===== config.mk =====
export PLATFORM = sky130hd
export DESIGN_NAME = multicycle_control_unit
export DESIGN_NICKNAME = d
export VERILOG_FILES = /design/src/rtl/mc_ctrl_pkg.sv /design/src/rtl/alu_decoder_ext.sv /design/src/rtl/multicycle_control_unit.sv
export SDC_FILE = /design/constraint.sdc
export NUM_CORES = 1
export LEC_CHECK = 0
export CORE_ASPECT_RATIO = 0.7
export CORE_MARGIN = 2
export CORE_UTILIZATION = 47
export DETAILED_ROUTE_END_ITERATION = 16
export GPL_ROUTABILITY_DRIVEN = 0
export PLACE_DENSITY_LB_ADDON = 0.08
export SYNTH_ARGS = -nofsm -noshare
export SYNTH_HDL_FRONTEND = slang
export SYNTH_SLANG_ARGS = --single-unit

===== constraint.sdc =====
create_clock -name clk -period 3.5 [get_ports clk]
set_input_delay 0.525 -clock clk [delete_from_list [all_inputs] [get_ports clk]]
set_output_delay 0.525 -clock clk [all_outputs]
set_load 0.1 [all_outputs]

===== src/rtl/mc_ctrl_pkg.sv =====
// Shared types and encodings for the multicycle RV32I controller:
// FSM states, opcodes, ALU operation codes and datapath mux selects.
package mc_ctrl_pkg;

  typedef enum logic [3:0] {
    S_FETCH, S_DECODE, S_MEMADR, S_MEMREAD, S_MEMWB, S_MEMWRITE,
    S_EXECR, S_EXECI, S_ALUWB, S_BRANCH, S_JAL, S_JALR, S_JALR_WB,
    S_LUI, S_AUIPC, S_TRAP
  } state_t;

  typedef enum logic [1:0] {ALUOP_ADD, ALUOP_SUB, ALUOP_FUNCT} aluop_t;

  localparam logic [6:0] OP_LOAD   = 7'b0000011;
  localparam logic [6:0] OP_STORE  = 7'b0100011;
  localparam logic [6:0] OP_RTYPE  = 7'b0110011;
  localparam logic [6:0] OP_ITYPE  = 7'b0010011;
  localparam logic [6:0] OP_BRANCH = 7'b1100011;
  localparam logic [6:0] OP_JAL    = 7'b1101111;
  localparam logic [6:0] OP_JALR   = 7'b1100111;
  localparam logic [6:0] OP_LUI    = 7'b0110111;
  localparam logic [6:0] OP_AUIPC  = 7'b0010111;

  // 3-bit ALUs use only the low bits of these codes
  localparam logic [3:0] ALU_ADD  = 4'b0000;
  localparam logic [3:0] ALU_SUB  = 4'b0001;
  localparam logic [3:0] ALU_AND  = 4'b0010;
  localparam logic [3:0] ALU_OR   = 4'b0011;
  localparam logic [3:0] ALU_XOR  = 4'b0100;
  localparam logic [3:0] ALU_SLT  = 4'b0101;
  localparam logic [3:0] ALU_SLTU = 4'b0110;
  localparam logic [3:0] ALU_SLL  = 4'b0111;
  localparam logic [3:0] ALU_SRL  = 4'b1000;
  localparam logic [3:0] ALU_SRA  = 4'b1001;

  localparam logic [2:0] IMM_I = 3'b000;
  localparam logic [2:0] IMM_S = 3'b001;
  localparam logic [2:0] IMM_B = 3'b010;
  localparam logic [2:0] IMM_J = 3'b011;
  localparam logic [2:0] IMM_U = 3'b100;

  localparam logic [1:0] SRCA_PC    = 2'b00;
  localparam logic [1:0] SRCA_OLDPC = 2'b01;
  localparam logic [1:0] SRCA_A     = 2'b10;
  localparam logic [1:0] SRCA_ZERO  = 2'b11;
  localparam logic [1:0] SRCB_B     = 2'b00;
  localparam logic [1:0] SRCB_IMM   = 2'b01;
  localparam logic [1:0] SRCB_FOUR  = 2'b10;
  localparam logic [1:0] RES_ALUOUT = 2'b00;
  localparam logic [1:0] RES_DATA   = 2'b01;
  localparam logic [1:0] RES_ALU    = 2'b10;

  function automatic logic [2:0] imm_src_of(input logic [6:0] op);
    case (op)
      OP_STORE:          return IMM_S;
      OP_BRANCH:         return IMM_B;
      OP_JAL:            return IMM_J;
      OP_LUI, OP_AUIPC:  return IMM_U;
      default:           return IMM_I;
    endcase
  endfunction

endpackage


===== src/rtl/alu_decoder_ext.sv =====
// ALU control decoder: maps the FSM's ALU class plus funct fields to an
// ALU operation, flagging encodings the configured ALU cannot execute.
module alu_decoder_ext
  import mc_ctrl_pkg::*;
#(
  parameter int ALUCTL_W = 3
) (
  input  aluop_t              i_alu_op,
  input  logic [2:0]          i_funct3,
  input  logic                i_funct7b5,
  input  logic                i_op5,
  output logic [ALUCTL_W-1:0] o_alu_control,
  output logic                o_unsupported
);

  logic [ALUCTL_W-1:0] w_code;

  always_comb begin
    w_code        = ALU_ADD[ALUCTL_W-1:0];
    o_unsupported = 1'b0;
    case (i_funct3)
      3'b000:  w_code = (i_op5 && i_funct7b5) ? ALU_SUB[ALUCTL_W-1:0] : ALU_ADD[ALUCTL_W-1:0];
      3'b001:  w_code = ALU_SLL[ALUCTL_W-1:0];
      3'b010:  w_code = ALU_SLT[ALUCTL_W-1:0];
      3'b011:  w_code = ALU_SLTU[ALUCTL_W-1:0];
      3'b100:  w_code = ALU_XOR[ALUCTL_W-1:0];
      3'b101:  w_code = i_funct7b5 ? ALU_SRA[ALUCTL_W-1:0] : ALU_SRL[ALUCTL_W-1:0];
      3'b110:  w_code = ALU_OR[ALUCTL_W-1:0];
      default: w_code = ALU_AND[ALUCTL_W-1:0];
    endcase
    if (ALUCTL_W < 4 && (i_funct3 inside {3'b001, 3'b011, 3'b100, 3'b101}))
      o_unsupported = 1'b1;
    // op5 marks R-type, where funct7b5 is a real opcode bit rather than immediate
    if (i_op5 && i_funct7b5 && i_funct3 != 3'b000 && !(ALUCTL_W >= 4 && i_funct3 == 3'b101))
      o_unsupported = 1'b1;

    case (i_alu_op)
      ALUOP_SUB:   o_alu_control = ALU_SUB[ALUCTL_W-1:0];
      ALUOP_FUNCT: o_alu_control = w_code;
      default:     o_alu_control = ALU_ADD[ALUCTL_W-1:0];
    endcase
  end

endmodule


===== src/rtl/multicycle_control_unit.sv =====
// Multicycle RV32I controller: sequences fetch/decode/execute over a
// shared-ALU single-memory datapath, stalling on mem_ready.
module multicycle_control_unit
  import mc_ctrl_pkg::*;
#(
  parameter int ALUCTL_W      = 3,
  parameter bit MEM_HANDSHAKE = 1'b1
) (
  input  logic                clk,
  input  logic                reset,
  input  logic [6:0]          op,
  input  logic [2:0]          funct3,
  input  logic                funct7b5,
  input  logic                zero,
  input  logic                lt,
  input  logic                ltu,
  input  logic                mem_ready,
  output logic                pc_write,
  output logic                ir_write,
  output logic                reg_write,
  output logic                mem_write,
  output logic                mem_read,
  output logic                adr_src,
  output logic [1:0]          alu_src_a,
  output logic [1:0]          alu_src_b,
  output logic [1:0]          result_src,
  output logic [2:0]          imm_src,
  output logic [ALUCTL_W-1:0] alu_control,
  output logic                retire,
  output logic                illegal_op
);

  state_t r_state, w_state_next, w_decode_next;
  aluop_t w_alu_op;
  logic   w_unsupported, w_ready, w_taken;
  logic   w_pc_write, w_ir_write, w_reg_write, w_mem_write, w_mem_read, w_retire;

  alu_decoder_ext #(.ALUCTL_W(ALUCTL_W)) u_alu_dec (
    .i_alu_op      (w_alu_op),
    .i_funct3      (funct3),
    .i_funct7b5    (funct7b5),
    .i_op5         (op[5]),
    .o_alu_control (alu_control),
    .o_unsupported (w_unsupported)
  );

  assign w_ready    = MEM_HANDSHAKE ? mem_ready : 1'b1;
  assign imm_src    = imm_src_of(op);
  assign illegal_op = (r_state == S_TRAP);

  always_ff @(posedge clk or posedge reset) begin
    if (reset) r_state <= S_FETCH;
    else       r_state <= w_state_next;
  end

  always_comb begin
    w_decode_next = S_TRAP;
    case (op)
      OP_LOAD, OP_STORE: if (funct3 == 3'b010) w_decode_next = S_MEMADR;
      OP_RTYPE:  if (!w_unsupported) w_decode_next = S_EXECR;
      OP_ITYPE:  if (!w_unsupported) w_decode_next = S_EXECI;
      OP_BRANCH: if (funct3[2:1] != 2'b01) w_decode_next = S_BRANCH;
      OP_JAL:    w_decode_next = S_JAL;
      OP_JALR:   w_decode_next = S_JALR;
      OP_LUI:    w_decode_next = S_LUI;
      OP_AUIPC:  w_decode_next = S_AUIPC;
      default:   w_decode_next = S_TRAP;
    endcase

    case (funct3)
      3'b000:  w_taken = zero;
      3'b001:  w_taken = !zero;
      3'b100:  w_taken = lt;
      3'b101:  w_taken = !lt;
      3'b110:  w_taken = ltu;
      3'b111:  w_taken = !ltu;
      default: w_taken = 1'b0;
    endcase
  end

  always_comb begin
    w_state_next = r_state;
    w_pc_write   = 1'b0;
    w_ir_write   = 1'b0;
    w_reg_write  = 1'b0;
    w_mem_write  = 1'b0;
    w_mem_read   = 1'b0;
    w_retire     = 1'b0;
    adr_src      = 1'b0;
    alu_src_a    = SRCA_PC;
    alu_src_b    = SRCB_B;
    result_src   = RES_ALUOUT;
    w_alu_op     = ALUOP_ADD;
    unique case (r_state)
      S_FETCH: begin
        w_mem_read = 1'b1;
        alu_src_b  = SRCB_FOUR;
        result_src = RES_ALU;
        if (w_ready) begin
          w_ir_write   = 1'b1;
          w_pc_write   = 1'b1;
          w_state_next = S_DECODE;
        end
      end
      S_DECODE: begin
        alu_src_a    = SRCA_OLDPC;
        alu_src_b    = SRCB_IMM;
        w_state_next = w_decode_next;
      end
      S_MEMADR: begin
        alu_src_a    = SRCA_A;
        alu_src_b    = SRCB_IMM;
        w_state_next = (op == OP_STORE) ? S_MEMWRITE : S_MEMREAD;
      end
      S_MEMREAD: begin
        adr_src    = 1'b1;
        w_mem_read = 1'b1;
        if (w_ready) w_state_next = S_MEMWB;
      end
      S_MEMWB: begin
        result_src   = RES_DATA;
        w_reg_write  = 1'b1;
        w_retire     = 1'b1;
        w_state_next = S_FETCH;
      end
      S_MEMWRITE: begin
        adr_src     = 1'b1;
        w_mem_write = 1'b1;
        if (w_ready) begin
          w_retire     = 1'b1;
          w_state_next = S_FETCH;
        end
      end
      S_EXECR: begin
        alu_src_a    = SRCA_A;
        w_alu_op     = ALUOP_FUNCT;
        w_state_next = S_ALUWB;
      end
      S_EXECI: begin
        alu_src_a    = SRCA_A;
        alu_src_b    = SRCB_IMM;
        w_alu_op     = ALUOP_FUNCT;
        w_state_next = S_ALUWB;
      end
      S_ALUWB: begin
        w_reg_write  = 1'b1;
        w_retire     = 1'b1;
        w_state_next = S_FETCH;
      end
      S_BRANCH: begin
        alu_src_a    = SRCA_A;
        w_alu_op     = ALUOP_SUB;
        w_pc_write   = w_taken;
        w_retire     = 1'b1;
        w_state_next = S_FETCH;
      end
      S_JAL: begin
        alu_src_a    = SRCA_OLDPC;
        alu_src_b    = SRCB_FOUR;
        w_pc_write   = 1'b1;
        w_state_next = S_ALUWB;
      end
      S_JALR: begin
        alu_src_a    = SRCA_A;
        alu_src_b    = SRCB_IMM;
        result_src   = RES_ALU;
        w_pc_write   = 1'b1;
        w_state_next = S_JALR_WB;
      end
      S_JALR_WB: begin
        alu_src_a    = SRCA_OLDPC;
        alu_src_b    = SRCB_FOUR;
        result_src   = RES_ALU;
        w_reg_write  = 1'b1;
        w_retire     = 1'b1;
        w_state_next = S_FETCH;
      end
      S_LUI: begin
        alu_src_a    = SRCA_ZERO;
        alu_src_b    = SRCB_IMM;
        w_state_next = S_ALUWB;
      end
      S_AUIPC: begin
        alu_src_a    = SRCA_OLDPC;
        alu_src_b    = SRCB_IMM;
        w_state_next = S_ALUWB;
      end
      S_TRAP: begin
        w_state_next = S_TRAP;
      end
    endcase
  end

  // Enables are masked while reset is high so an aborted access never writes
  assign pc_write  = w_pc_write  & ~reset;
  assign ir_write  = w_ir_write  & ~reset;
  assign reg_write = w_reg_write & ~reset;
  assign mem_write = w_mem_write & ~reset;
  assign mem_read  = w_mem_read  & ~reset;
  assign retire    = w_retire    & ~reset;

endmodule


# Word level (Yosys, flattened, before mapping)
# Cells that the tools add are included.
classes:
  mux: 30
  eq_ne: 37
  n_reduce_logical: 24
  bitwise_logic: 7
op_table:
  columns: ["op", "count"]
  rows:
  - ["$pmux W4 S9", 1]
  - ["$eq A4 B4 Y1 const B", 8]
  - ["$pmux W4 S8", 1]
  - ["$mux W4", 6]
  - ["$eq A7 B6 Y1 const B", 3]
  - ["$eq A7 B7 Y1 const B", 3]
  - ["$pmux W3 S7", 1]
  - ["$eq A4 B3 Y1 const B", 4]
  - ["$eq A7 B5 Y1 const B", 2]
  - ["$eq A3 B3 Y1 const B", 4]
  - ["$pmux W2 S2", 3]
  - ["$pmux W3 S4", 1]
  - ["$reduce_or A2 Y1", 6]
  - ["$mux W1", 10]
  - ["$reduce_or A5 Y1", 2]
  - ["$reduce_or A3 Y1", 3]
  - ["$eq A4 B2 Y1 const B", 2]
  - ["$reduce_or A4 Y1", 2]
  - ["$eq A7 B2 Y1 const B", 1]
  - ["$and A1 B1 Y1", 6]
  - ["$eq A3 B2 Y1 const B", 2]
  - ["$mux W3", 2]
  - ["$ne A2 B2 Y1 const B", 3]
  - ["$pmux W1 S6", 1]
  - ["other kinds (18)", 21]
totals:
  output_inout_bits: 20
  regBits: 4
  inputBits: 17

# Longest topological paths before layout
# Gate-level depths: netlist of the first run.
depth:
  depth_word: 7
  depth_mapped: 7

# Modules after synthesis
# From an unflattened synthesis of the first run, not the netlist that was laid out.
hier_totals:
  cells_unflattened: 145
  area_unflattened_um2: 967.2
modules_own_cells:
  columns: ["module", "n_inst", "cells_per_inst", "area_each_um2"]
  rows:
  - ["multicycle_control_unit", 1, 126, 854.6]
  - ["alu_decoder_ext", 1, 19, 112.6]

# Worst setup path before layout of the first run
# No wires, ideal clock.
synth_timing:
  kind: "register to output"
  start: "register r_state[2]"
  end: "output mem_read"
  arrival_time_ns: 3.701
  path_slack_ns: -0.726
  path_buffers: 1
  path_stages_with_launch: 4
  path_cell_list: "dfrtp_1 > clkbuf_1 > or2_1 > nor4_1"
synth_via:
  elab_chain_len: 4
  elab_cells_between_ends: 5
synth_lines:
  columns: ["item", "line", "source"]
  rows:
  - ["from (decl)", "multicycle_control_unit.sv:33", "state_t r_state, w_state_next, w_decode_next;"]
  - ["from (signal assigned)", "multicycle_control_unit.sv:53", "else r_state <= w_state_next;"]
  - ["$eq A4 B2 Y1 or $logic_not A4 Y1 (tied branches)", "multicycle_control_unit.sv:94", "unique case (r_state)"]
  - ["$reduce_or A2 Y1 (no line) *", null, null]
  - ["$mux W1 *", "multicycle_control_unit.sv:94", null]
  - ["$and A1 B1 Y1 *", "multicycle_control_unit.sv:199", "assign mem_read = w_mem_read & ~reset;"]
  - ["to (decl)", "multicycle_control_unit.sv:22", "output logic mem_read,"]
# Every way passes the cells marked *; elsewhere a longest branch is shown, timed or not.

# Final worst setup path of the first run
layout_timing:
  start: "register r_state[0]"
  end: "output alu_control[1]"
layout_via:
  elab_chain_len: 5
  elab_cells_between_ends: 8
layout_lines:
  columns: ["item", "line", "source"]
  rows:
  - ["$eq A4 B3 Y1", "multicycle_control_unit.sv:94", null]
  - ["$reduce_or A2 Y1 (no line)", null, null]
  - ["$pmux W2 S2 *", "multicycle_control_unit.sv:94", null]
  - ["$eq A2 B2 Y1 or $eq A2 B1 Y1 (tied branches)", "alu_decoder_ext.sv:37", "case (i_alu_op)"]
  - ["$pmux W3 S2 *", "alu_decoder_ext.sv:37", null]
  - ["to (decl)", "multicycle_control_unit.sv:28", "output logic [ALUCTL_W-1:0] alu_control,"]
# Marked as above.

==> impl_results.rst, run 1 <==
.. list-table::
   :header-rows: 1

   * - Metric
     - Value
   * - Result of the run
     - completed
   * - Area added between synthesis and finish
     - 36.8%
   * - Share of Yosys cell area claimed by the top area cell type
     - 0.107
   * - Setup repair after global routing missed its margin
     - no
   * - Die area
     - 2360 um2
   * - Initial Utilization
     - 0.498
   * - Standard cell core area
     - 1870 um2
   * - CTS-repair resized insts
     - 0
   * - Startpoint type of the worst setup path
     - flop
   * - First-pass iteration count of the detailed router
     - 4
   * - Largest regs
     - r_state (4)
   * - Worst setup skew after layout
     - 0.000298 ns
   * - Register with the most flip-flops
     - r_state
   * - Top cell type by total area after synthesis
     - sky130_fd_sc_hd__dfrtp_1
   * - Setup-failing EPs final
     - 0
   * - Vias per inst
     - 5.85
   * - # rows
     - 13
   * - CTS tree
     - yes
   * - Max-slew headroom
     - 0.607
   * - Wire length reported by the detailed router
     - 2630 um
   * - Cell Pwr Density
     - 915 nW/um2
   * - Top cells by instance count after synthesis
     - sky130_fd_sc_hd__nand2_1 (17), sky130_fd_sc_hd__nor2_1 (17), sky130_fd_sc_hd__o21ai_0 (12)
   * - Final Instance Area
     - 1270 um2
   * - Crit end category
     - primary output
   * - Total of flip-flops plus latches after synthesis
     - 4
   * - Largest fanout on the critical path
     - 13
   * - HPWL after detailed placement
     - 2080 um
   * - Final Core Density
     - 0.682
   * - Remaining antenna violation count after routing
     - 0
   * - Post-synth net total
     - 170
   * - Final nets
     - 201
   * - Number of global-route vias before repair
     - 951
   * - N_diodes
     - 0
   * - Kind of path behind the tightest hold check
     - input pin to async pin
   * - Global-route wire length before repair
     - 4280 um
   * - Die extent in x
     - 57.2 um
   * - Number of buffers inserted by post-CTS setup repair
     - 0
   * - Die Span Y
     - 41.3 um
   * - GRT Overall Usage
     - 0.237
   * - Most area-consuming cells after synthesis
     - sky130_fd_sc_hd__dfrtp_1 (11%), sky130_fd_sc_hd__nand2_1 (6.8%), sky130_fd_sc_hd__nor2_1 (6.8%)
   * - Number of buffers inserted for hold repair after clock tree synthesis
     - 0
   * - Number of instances in the synthesized netlist
     - 151
   * - CP Data Arrival Time
     - 2.28 ns
   * - Count of placed standard cells in the final layout, fillers left out
     - 202
   * - # DRC
     - 0
   * - Clock Latency Late Sink
     - 0.23 ns
   * - Via total after detailed routing
     - 1181
   * - Remaining global-route overflow
     - 0
   * - Deepest level of the CTS H-tree
     - 1
   * - Per-instance average area after synthesis
     - 6.17 um2
   * - Total Power
     - 1170 uW
   * - Clk pin slew, worst setup/hold paths
     - 0.03 ns
   * - Number of primary I/O pins
     - 37
   * - Post-synth EDFFs
     - 0
   * - Ratio of cells with drive above 1 in the final layout
     - 0.156
   * - Total clock sinks
     - 4
   * - 1st-iter DRT viols
     - 65
   * - Sequential share of the synthesized area
     - 0.107
   * - Cell Area, Synth
     - 932 um2
   * - Buffer cell driving the clock tree root
     - sky130_fd_sc_hd__clkbuf_4
   * - Top achievable clock speed
     - 0.356 GHz
   * - Shortest period the worst path allows
     - 2.81 ns
   * - Summed negative setup slack over all endpoints
     - 0 ns
   * - Maximum buffer depth of the clock tree
     - 2
   * - Worst-case vdd ir drop
     - 1.04 mV
   * - Antenna violations before repair
     - 0
   * - Count of input and output buffers
     - 36
   * - Proportion of synthesized flip-flops having asynchronous set or reset
     - 1.00
   * - Primary FF master, synth
     - sky130_fd_sc_hd__dfrtp_1
   * - Endpoints failing hold
     - 0
   * - Count of cell types in the netlist
     - 42
   * - Synth warn
     - 0
   * - Average routed wire per standard cell
     - 13.0 um
   * - Max-capacitance violation count
     - 0
   * - Placed cells
     - 199
   * - Slew at the pin closest to its max-slew limit
     - 0.589 ns
   * - Final worst path period share
     - 0.802
   * - Critical path type
     - flop to primary output
   * - Static leakage power
     - 0.000547 uW
   * - Number of buffers created by CTS
     - 3
   * - Pin count of the biggest net entering global routing
     - 23
   * - Flip-flop count of the largest register after layout
     - 4
   * - Number of pins with negative max-slew slack in the final report
     - 0
   * - Post-detailed-placement cell area
     - 1250 um2
   * - Endpoint required time on the critical path
     - 2.97 ns
[power by group]
part	switching, uW	internal [uW]	total (uW)
Clock	15.9	38.1	54.0
Combinational	718	243	962
Sequential	85.2	65.1	150
[metal layers]
metal | part of all wire | up-vias | global-route usage
met2 | 0.43 | 52 | 0.385
li1 | - | 599 | -
met4 | 0.0095 | 0 | 0.0640
met5 | 0 | - | 0
met1 | 0.47 | 526 | 0.338
met3 | 0.092 | 4 | 0.0284
[critical path, stage by stage, from the launching register on]
cell	delay, ns
sky130_fd_sc_hd__dfrtp_1	0.56
sky130_fd_sc_hd__inv_1	0.20
sky130_fd_sc_hd__nor2_1	0.27
sky130_fd_sc_hd__nand2_1	0.12
sky130_fd_sc_hd__ha_1	0.33
sky130_fd_sc_hd__nand2b_1	0.14
sky130_fd_sc_hd__a21oi_1	0.12
sky130_fd_sc_hd__buf_4	0.31
[final timing paths]
kind / slack, ns / start / to / depth (start not counted)
worst min register to register: 0.81 / r_state[0]$_DFFE_PP0P_ / r_state[1]$_DFFE_PP0P_ / 2
worst max register to register: 1.96 / r_state[3]$_DFFE_PP0P_ / r_state[0]$_DFFE_PP0P_ / 3
min in group clk: 0.81 / r_state[0]$_DFFE_PP0P_ / r_state[1]$_DFFE_PP0P_ / 2
max in group asynchronous: 2.63 / reset / r_state[3]$_DFFE_PP0P_ / 2
worst min-delay path: 0.70 / reset / r_state[0]$_DFFE_PP0P_ / 2
worst max-delay path: 0.69 / r_state[0]$_DFFE_PP0P_ / alu_control[1] / 7
[stage by stage]
step	worst slack (ns)	hold slack, ns
2_1_floorplan	0.0113	0.296
3_3_place_gp	0.899	0.805
3_5_place_dp	0.839	0.796
4_1_cts	0.698	0.688
5_1_grt	0.500	0.700
6_report	0.693	0.699
[layout make-up]
| type | instances | area (um2) |
|---|---|---|
| fillers | 166 | 596 |
| repair buffers | 36 | 323 |
| flip-flops and latches | 4 | 100 |
| well taps | 22 | 27.5 |
| clock buffers | 3 | 22.5 |
| multi-input cells | 130 | 776 |
| inverters | 7 | 26.3 |
[placed cells by master, fill, tap and decap left out, types with 5 or more instances in the layout]
| cell type | n |
|---|---|
| sky130_fd_sc_hd__a21oi_1 | 9 |
| sky130_fd_sc_hd__a31oi_1 | 5 |
| sky130_fd_sc_hd__buf_4 | 19 |
| sky130_fd_sc_hd__clkdlybuf4s50_1 | 16 |
| sky130_fd_sc_hd__inv_1 | 7 |
| sky130_fd_sc_hd__nand2_1 | 17 |
| sky130_fd_sc_hd__nand2b_1 | 7 |
| sky130_fd_sc_hd__nor2_1 | 17 |
| sky130_fd_sc_hd__nor2b_1 | 9 |
| sky130_fd_sc_hd__nor3_1 | 9 |
| sky130_fd_sc_hd__o21ai_0 | 11 |
[logic make-up (layout without fill, tap and decap cells)]
group           after synthesis  after routing  synth area share
mux                           2              2            0.0215
xor+xnor                      4              4            0.0376
buf+inv                      17             46            0.0779
compound gates               42             42             0.281
fa+ha+maj                     2              2            0.0268
flops                         4              4             0.107
simple gates                 80             80             0.448
No activity file was read; power rests on OpenSTA's default activity.
==> run 2: changes to the inputs <==
--- a/config.mk
+++ b/config.mk
@@ -7,7 +7,7 @@
 export LEC_CHECK = 0
 export CORE_ASPECT_RATIO = 0.7
 export CORE_MARGIN = 2
-export CORE_UTILIZATION = 47
+export CORE_UTILIZATION = 39
 export DETAILED_ROUTE_END_ITERATION = 16
 export GPL_ROUTABILITY_DRIVEN = 0
 export PLACE_DENSITY_LB_ADDON = 0.08
==> constraint.sdc (replaced) <==
create_clock -name clk -period 2.3 [get_ports clk]
set_input_delay 0.345 -clock clk [delete_from_list [all_inputs] [get_ports clk]]
set_output_delay 0.345 -clock clk [all_outputs]
set_load 0.1 [all_outputs]
==> impl_results.rst, run 2 (same netlist as run 1, synthesis figures left out) <==
.. list-table::
   :header-rows: 1

   * - Metric
     - Value
   * - Count of placed standard cells in the final layout, fillers left out
     - 228 (+13%)
   * - Standard cell core area
     - 2210 um2 (+18%)
   * - # rows
     - 14 (+1)
   * - Number of buffers created by CTS
     - 3 (unchanged)
   * - N_diodes
     - 0 (unchanged)
   * - Critical path type
     - flop to primary output
   * - Cell Pwr Density
     - 1350 nW/um2 (+47%)
   * - Worst-case vdd ir drop
     - 0.937 mV (-10%)
   * - Share of total power in the clock network
     - 0.039 (-0.007)
   * - Pin count of the biggest net entering global routing
     - 15 (-35%)
   * - Endpoint required time on the critical path
     - 1.96 ns (-1.01 ns)
   * - Sequential group share of total power
     - 0.055 (-0.074)
   * - Number of fillers in the final layout
     - 153 (-7.8%)
   * - Number of primary I/O pins
     - 37 (unchanged)
   * - Remaining antenna violation count after routing
     - 0 (unchanged)
   * - Average routed wire per standard cell
     - 14.5 um (+12%)
   * - Flip-flop count of the largest register after layout
     - 4 (unchanged)
   * - Max-slew headroom
     - 0.724 (+0.116)
   * - Area taken by flip-flops and latches
     - 103 um2 (+2.5%)
   * - Total clock sinks
     - 4 (unchanged)
   * - Setup-failing EPs final
     - 0 (unchanged)
   * - Die area
     - 2800 um2 (+19%)
   * - Largest fanout on the critical path
     - 3 (-10)
   * - Clk pin slew, worst setup/hold paths
     - 0.04 ns (about the same)
   * - Global-route wire length before repair
     - 5500 um (+29%)
   * - Final Core Density
     - 0.800 (+0.119)
   * - Max-capacitance violation count
     - 0 (unchanged)
   * - Shortest period the worst path allows
     - 2.21 ns
   * - Met3 capacity usage during global routing
     - 0.0648 (+0.0364)
   * - Area added between synthesis and finish
     - 89.5%
   * - Net Sw Frac
     - 0.608 (-0.0949)
   * - Endpoints failing hold
     - 0 (unchanged)
   * - CP Data Arrival Time
     - 1.86 ns (-0.42 ns)
   * - Met2 Usage GRT
     - 0.419 (+0.0343)
   * - Number of global-route vias before repair
     - 1195 (+26%)
   * - First-pass iteration count of the detailed router
     - 4 (unchanged)
   * - Crit end category
     - primary output
   * - Deepest level of the CTS H-tree
     - 1 (unchanged)
   * - Top achievable clock speed
     - 0.453 GHz
   * - Number of buffers inserted for hold repair after clock tree synthesis
     - 0 (unchanged)
   * - Die extent in x
     - 62.4 um (+9.1%)
   * - Via total after detailed routing
     - 1303 (+10%)
   * - 1st-iter DRT viols
     - 63 (-3.1%)
   * - Comb power frac
     - 0.906 (+0.081)
   * - Register with the most flip-flops
     - r_state
   * - Remaining global-route overflow
     - 0 (unchanged)
   * - Number of pins with negative max-slew slack in the final report
     - 0 (unchanged)
   * - Vias per inst
     - 5.71 (-2.3%)
   * - Maximum buffer depth of the clock tree
     - 2 (unchanged)
   * - Commonest cells after routing, fill and taps aside
     - sky130_fd_sc_hd__buf_12 (20), sky130_fd_sc_hd__nand2_1 (17), sky130_fd_sc_hd__clkdlybuf4s50_1 (16), sky130_fd_sc_hd__buf_4 (16), sky130_fd_sc_hd__nor2_1 (14)
   * - Die Span Y
     - 44.9 um (+8.8%)
   * - Multi-input combinational cell area
     - 895 um2 (+15%)
   * - GRT Overall Usage
     - 0.247 (+0.00950)
   * - Wire length reported by the detailed router
     - 3310 um (+26%)
   * - HPWL after detailed placement
     - 2640 um (+27%)
   * - GRT Max-Usage Layer
     - met2
   * - CTS tree
     - yes
   * - Result of the run
     - completed
   * - Antenna violations before repair
     - 0 (unchanged)
   * - Setup repair after global routing missed its margin
     - no
   * - Clock Latency Late Sink
     - 0.25 ns (+0.02 ns)
   * - Final worst path period share
     - 0.960
   * - Ratio of cells with drive above 1 in the final layout
     - 0.306 (+0.151)
   * - Internal
     - 932 uW (+170%)
   * - Final nets
     - 217 (+8.0%)
   * - Net switching power
     - 1450 uW (+76%)
   * - Placed cells
     - 222 (+12%)
   * - Buffer cell driving the clock tree root
     - sky130_fd_sc_hd__clkbuf_4
   * - Startpoint type of the worst setup path
     - flop
   * - Slew at the pin closest to its max-slew limit
     - 0.411 ns (-0.178 ns)
   * - Commonest non-fill, non-tap cell in the layout
     - sky130_fd_sc_hd__buf_12
   * - Count of input and output buffers
     - 36 (unchanged)
   * - Static leakage power
     - 0.000705 uW (+29%)
   * - Initial Utilization
     - 0.422 (-0.0760)
   * - Worst setup skew after layout
     - 0.0102 ns (+0.00986 ns)
   * - # DRC
     - 0 (unchanged)
   * - Kind of path behind the tightest hold check
     - input pin to async pin
   * - Global-route track usage on met1
     - 0.331 (-0.00636)
   * - Largest regs
     - r_state (4)
[run 2: cell count changes in the layout (fill, tap and decap cells not counted), moves of 2 or more]
| cell | delta |
|---|---|
| sky130_fd_sc_hd__buf_12 | +19 |
| sky130_fd_sc_hd__buf_4 | -3 |
| sky130_fd_sc_hd__dfrtp_1 | -2 |
| sky130_fd_sc_hd__dfrtp_2 | +2 |
| sky130_fd_sc_hd__nor2_1 | -3 |
| sky130_fd_sc_hd__nor2_4 | +2 |
| sky130_fd_sc_hd__nor2b_1 | -2 |
| sky130_fd_sc_hd__nor2b_2 | +2 |
| sky130_fd_sc_hd__nor3_1 | -4 |
| sky130_fd_sc_hd__nor3_4 | +4 |
| sky130_fd_sc_hd__o21ai_2 | +2 |
[run 2: layout make-up]
cell class	count	share of cell area
well taps	32	0.0227
flip-flops and latches	4	0.0581
inverters	7	0.0149
clock buffers	3	0.0127
multi-input cells	130	0.506
repair buffers	52	0.385
[run 2: layer usage]
layer / vias up / wire [um] / part of all wire
li1: 627 / - / -
met1: 612 / 1430 / 0.43
met2: 62 / 1560 / 0.47
met3: 2 / 313 / 0.094
met4: 0 / 6 / 0.0018
met5: - / 0 / 0
[run 2: path summary, 6_finish.rpt]
path | startpoint | to | slack (ns) | depth (start not counted)
worst max-delay path | r_state[2]$_DFFE_PP0P_ | alu_control[1] | 0.09 | 6
worst min-delay path | reset | r_state[3]$_DFFE_PP0P_ | 0.56 | 2
worst max register to register | r_state[2]$_DFFE_PP0P_ | r_state[0]$_DFFE_PP0P_ | 0.80 | 5
worst min register to register | r_state[0]$_DFFE_PP0P_ | r_state[1]$_DFFE_PP0P_ | 0.79 | 3
max in group asynchronous | reset | r_state[2]$_DFFE_PP0P_ | 1.55 | 2
min in group clk | r_state[0]$_DFFE_PP0P_ | r_state[1]$_DFFE_PP0P_ | 0.79 | 3
[run 2: repair_timing]
item | 4_1_cts | 5_1_grt
pin swaps | 0 | 0
buffers inserted | 0 | 3
setup endpoints to repair | 1 | 3
hold endpoints to repair | 0 | 0
cloned | 0 | 0
gates resized for setup | 1 | 4
[run 2: through the flow]
| step | TNS [ns] | area [um2] | setup slack (ns) | hold slack, ns | total power, uW |
|---|---|---|---|---|---|
| after floorplan | -0.00618 | 1060 | -0.00618 | 0.116 | 1510 |
| after CTS | 0 | 1730 | 0.00370 | 0.545 | 2320 |
| after global routing | 0 | 1770 | 0.0319 | 0.583 | 2480 |
| final | 0 | 1770 | 0.0911 | 0.564 | 2380 |
| after global placement | 0 | 1710 | 0.151 | 0.778 | 2200 |
| after detailed placement | 0 | 1710 | 0.0929 | 0.781 | 2220 |
[run 2: power groups by stage]
stage / registers, uW / clock network (uW) / logic [uW]
detailed placement: 144 / 0 / 2080
global route: 132 / 102 / 2250
floorplan: 116 / 0 / 1390
CTS: 145 / 95.7 / 2080
global placement: 143 / 0 / 2060
finish: 132 / 92.7 / 2150
[run 2: worst max-delay path, cell delays in order, from the launching register on]
cell and delay (ns):
sky130_fd_sc_hd__dfrtp_2 0.41, sky130_fd_sc_hd__nor2b_2 0.17, sky130_fd_sc_hd__and2_1 0.18, sky130_fd_sc_hd__ha_1 0.32, sky130_fd_sc_hd__nand2b_1 0.20, sky130_fd_sc_hd__a21oi_4 0.14
sky130_fd_sc_hd__buf_12 0.19
==> run 3: changes to the inputs <==
--- a/config.mk
+++ b/config.mk
@@ -10,7 +10,8 @@
 export CORE_UTILIZATION = 39
 export DETAILED_ROUTE_END_ITERATION = 16
 export GPL_ROUTABILITY_DRIVEN = 0
-export PLACE_DENSITY_LB_ADDON = 0.08
+export PLACE_DENSITY = 0.76
 export SYNTH_ARGS = -nofsm -noshare
 export SYNTH_HDL_FRONTEND = slang
 export SYNTH_SLANG_ARGS = --single-unit
+export TNS_END_PERCENT = 100
==> impl_results.rst, run 3 (same netlist as run 1, synthesis figures left out) <==
.. list-table::
   :header-rows: 1

   * - Metric
     - Value
   * - Global-route wire length before repair
     - 5200 um (-5.4%)
   * - Worst reg2reg path depth
     - 4 (-1)
   * - Register with the most flip-flops
     - r_state
   * - Number of primary I/O pins
     - 37 (unchanged)
   * - Number of buffers created by CTS
     - 3 (unchanged)
   * - Final nets
     - 213 (-1.8%)
   * - Clock Latency Late Sink
     - 0.23 ns (-0.02 ns)
   * - Startpoint type of the worst setup path
     - flop
   * - Shortest period the worst path allows
     - 2.23 ns (+0.0164 ns)
   * - Setup-failing EPs final
     - 0 (unchanged)
   * - Maximum buffer depth of the clock tree
     - 2 (unchanged)
   * - Final worst path period share
     - 0.968 (+0.00713)
   * - Vias per inst
     - 5.70 (-0.25%)
   * - Antenna violations before repair
     - 0 (unchanged)
   * - N_diodes
     - 0 (unchanged)
   * - Slew at the pin closest to its max-slew limit
     - 0.448 ns (+0.0372 ns)
   * - Internal
     - 902 uW (-3.3%)
   * - Number of global-route vias before repair
     - 1076 (-10%)
   * - Number of buffers inserted for hold repair after clock tree synthesis
     - 0 (unchanged)
   * - WP buf/inv
     - 1 (unchanged)
   * - Average routed wire per standard cell
     - 15.4 um (+6.2%)
   * - Deepest level of the CTS H-tree
     - 1 (unchanged)
   * - Comb power frac
     - 0.894 (-0.012)
   * - Top achievable clock speed
     - 0.449 GHz (-0.74%)
   * - Number of fillers in the final layout
     - 156 (+2.0%)
   * - Net Sw Frac
     - 0.616 (+0.00847)
   * - Largest fanout on the critical path
     - 6 (+3)
   * - Commonest cells after routing, fill and taps aside
     - sky130_fd_sc_hd__buf_12 (20), sky130_fd_sc_hd__nand2_1 (17), sky130_fd_sc_hd__clkdlybuf4s50_1 (16)
   * - Count of input and output buffers
     - 36 (unchanged)
   * - Kind of path behind the tightest hold check
     - input pin to async pin
   * - Largest regs
     - r_state (4)
   * - Max-slew headroom
     - 0.699 (-0.0250)
   * - 1st-iter DRT viols
     - 67 (+6.3%)
   * - Flip-flop count of the largest register after layout
     - 4 (unchanged)
   * - # rows
     - 14 (unchanged)
   * - Die area
     - 2800 um2 (unchanged)
   * - Total stage count of the critical path
     - 6 (unchanged)
   * - Clk pin slew, worst setup/hold paths
     - 0.04 ns (about the same)
   * - Hold Worst Slack
     - 0.715 ns (+0.151 ns)
   * - Via total after detailed routing
     - 1277 (-2.0%)
   * - Area added between synthesis and finish
     - 87.2%
   * - Standard cell core area
     - 2210 um2 (unchanged)
   * - Number of buffers inserted by post-CTS setup repair
     - 0 (unchanged)
   * - Area taken by flip-flops and latches
     - 104 um2 (+1.2%)
   * - Commonest non-fill, non-tap cell in the layout
     - sky130_fd_sc_hd__buf_12
   * - Cell type group with the largest total delay on the critical path
     - simple AND/OR/NAND/NOR gates
   * - Total clock sinks
     - 4 (unchanged)
   * - Worst setup skew after layout
     - 0.000226 ns (-0.00993 ns)
   * - Endpoints failing hold
     - 0 (unchanged)
   * - Total Power
     - 2350 uW (-1.1%)
   * - Die Span Y
     - 44.9 um (unchanged)
   * - Critical path type
     - flop to primary output
   * - CTS tree
     - yes
   * - CP Data Arrival Time
     - 1.88 ns (+0.02 ns)
   * - Remaining antenna violation count after routing
     - 0 (unchanged)
   * - Worst-case vdd ir drop
     - 0.937 mV (about the same)
   * - Initial Utilization
     - 0.422 (unchanged)
   * - Number of pins with negative max-slew slack in the final report
     - 0 (unchanged)
   * - Multi-input combinational cell area
     - 902 um2 (+0.84%)
   * - Die extent in x
     - 62.4 um (unchanged)
   * - Ratio of cells with drive above 1 in the final layout
     - 0.302 (-0.00404)
   * - Wire length reported by the detailed router
     - 3460 um (+4.4%)
   * - First-pass iteration count of the detailed router
     - 5 (+1)
   * - # DRC
     - 0 (unchanged)
   * - Cell breakdown of the critical path
     - nor2b_4 -> and2_1 -> ha_1 -> nand2b_1 -> a21oi_4 -> buf_12
   * - Endpoint required time on the critical path
     - 1.96 ns (about the same)
   * - Max stage delay cell, worst path
     - sky130_fd_sc_hd__dfrtp_2
   * - Buffer cell driving the clock tree root
     - sky130_fd_sc_hd__clkbuf_4
   * - Crit end category
     - primary output
   * - HPWL after detailed placement
     - 2730 um (+3.5%)
   * - Net switching power
     - 1450 uW (+0.25%)
   * - CP peak stage delay
     - 0.44 ns (+0.03 ns)
   * - Share of total power in the clock network
     - 0.038 (about the same)
   * - Static leakage power
     - 0.000685 uW (-2.8%)
   * - Result of the run
     - completed
   * - Cell Pwr Density
     - 1350 nW/um2 (about the same)
   * - Max-capacitance violation count
     - 0 (unchanged)
   * - Sequential group share of total power
     - 0.068 (+0.013)
   * - Remaining global-route overflow
     - 0 (unchanged)
   * - GRT Overall Usage
     - 0.236 (-0.0110)
   * - Pin count of the biggest net entering global routing
     - 18 (+3)
[run 3: cell count changes in the layout (fill, tap and decap cells not counted)]
cell | before | now
sky130_fd_sc_hd__dfrtp_1 | 2 | 1
sky130_fd_sc_hd__nor2_2 | 1 | 2
sky130_fd_sc_hd__dfrtp_2 | 2 | 3
sky130_fd_sc_hd__nor2_1 | 14 | 13
sky130_fd_sc_hd__buf_4 | 16 | 12
sky130_fd_sc_hd__nor2b_2 | 2 | 1
sky130_fd_sc_hd__nor2b_4 | 0 | 1
[run 3: layer usage]
metal	part of all wire	wire, um	GRT usage	vias up
li1	-	-	-	619
met1	0.43	1480	0.330	590
met2	0.48	1670	0.387	66
met3	0.084	289	0.0574	2
met4	0.0055	19	0.0267	0
met5	0	0	0	-
[run 3: timing repair]
action,4_1_cts,5_1_grt
endpoints found under the setup margin,1,2
pin swaps,0,0
gates resized for setup,2,6
[run 3: path summary, 6_finish.rpt]
path,startpoint,endpoint,slack (ns)
max,r_state[2]$_DFFE_PP0P_,alu_control[1],0.07
min reg2reg,r_state[0]$_DFFE_PP0P_,r_state[1]$_DFFE_PP0P_,0.81
max reg2reg,r_state[3]$_DFFE_PP0P_,r_state[0]$_DFFE_PP0P_,0.71
max in group asynchronous,reset,r_state[3]$_DFFE_PP0P_,1.47
min in group clk,r_state[0]$_DFFE_PP0P_,r_state[1]$_DFFE_PP0P_,0.81
min,reset,r_state[0]$_DFFE_PP0P_,0.71
[run 3: area by class of cell]
cell class | count | area share
multi-input cells | 130 | 0.517
well taps | 32 | 0.0229
inverters | 7 | 0.0151
flip-flops and latches | 4 | 0.0595
clock buffers | 3 | 0.0129
repair buffers | 48 | 0.373
[run 3: power by group through the flow]
stage          registers (uW)  clock network (uW)  logic [uW]
3_3_place_gp              144                   0        2040
2_1_floorplan             116                   0        1390
5_1_grt                   164                97.9        2180
6_report                  159                89.0        2100
3_5_place_dp              147                   0        2070
4_1_cts                   148                88.6        2080
[run 3: tightest hold or removal path, delay by kind of cell]
kind     cells  cell delay (ns)
buf+inv      3             0.93
[run 3: per-stage QoR]
step	cells	worst slack, ns	TNS (ns)	utilization	cell area, um2
detailed placement	221	0.0837	0	0.770	1700
global route	224	-0.00948	-0.00948	0.791	1750
CTS	224	0.0112	0	0.783	1730
finish	224	0.0747	0	0.791	1750
floorplan	151	-0.00618	-0.00618	-	1060
global placement	221	0.147	0	0.770	1700
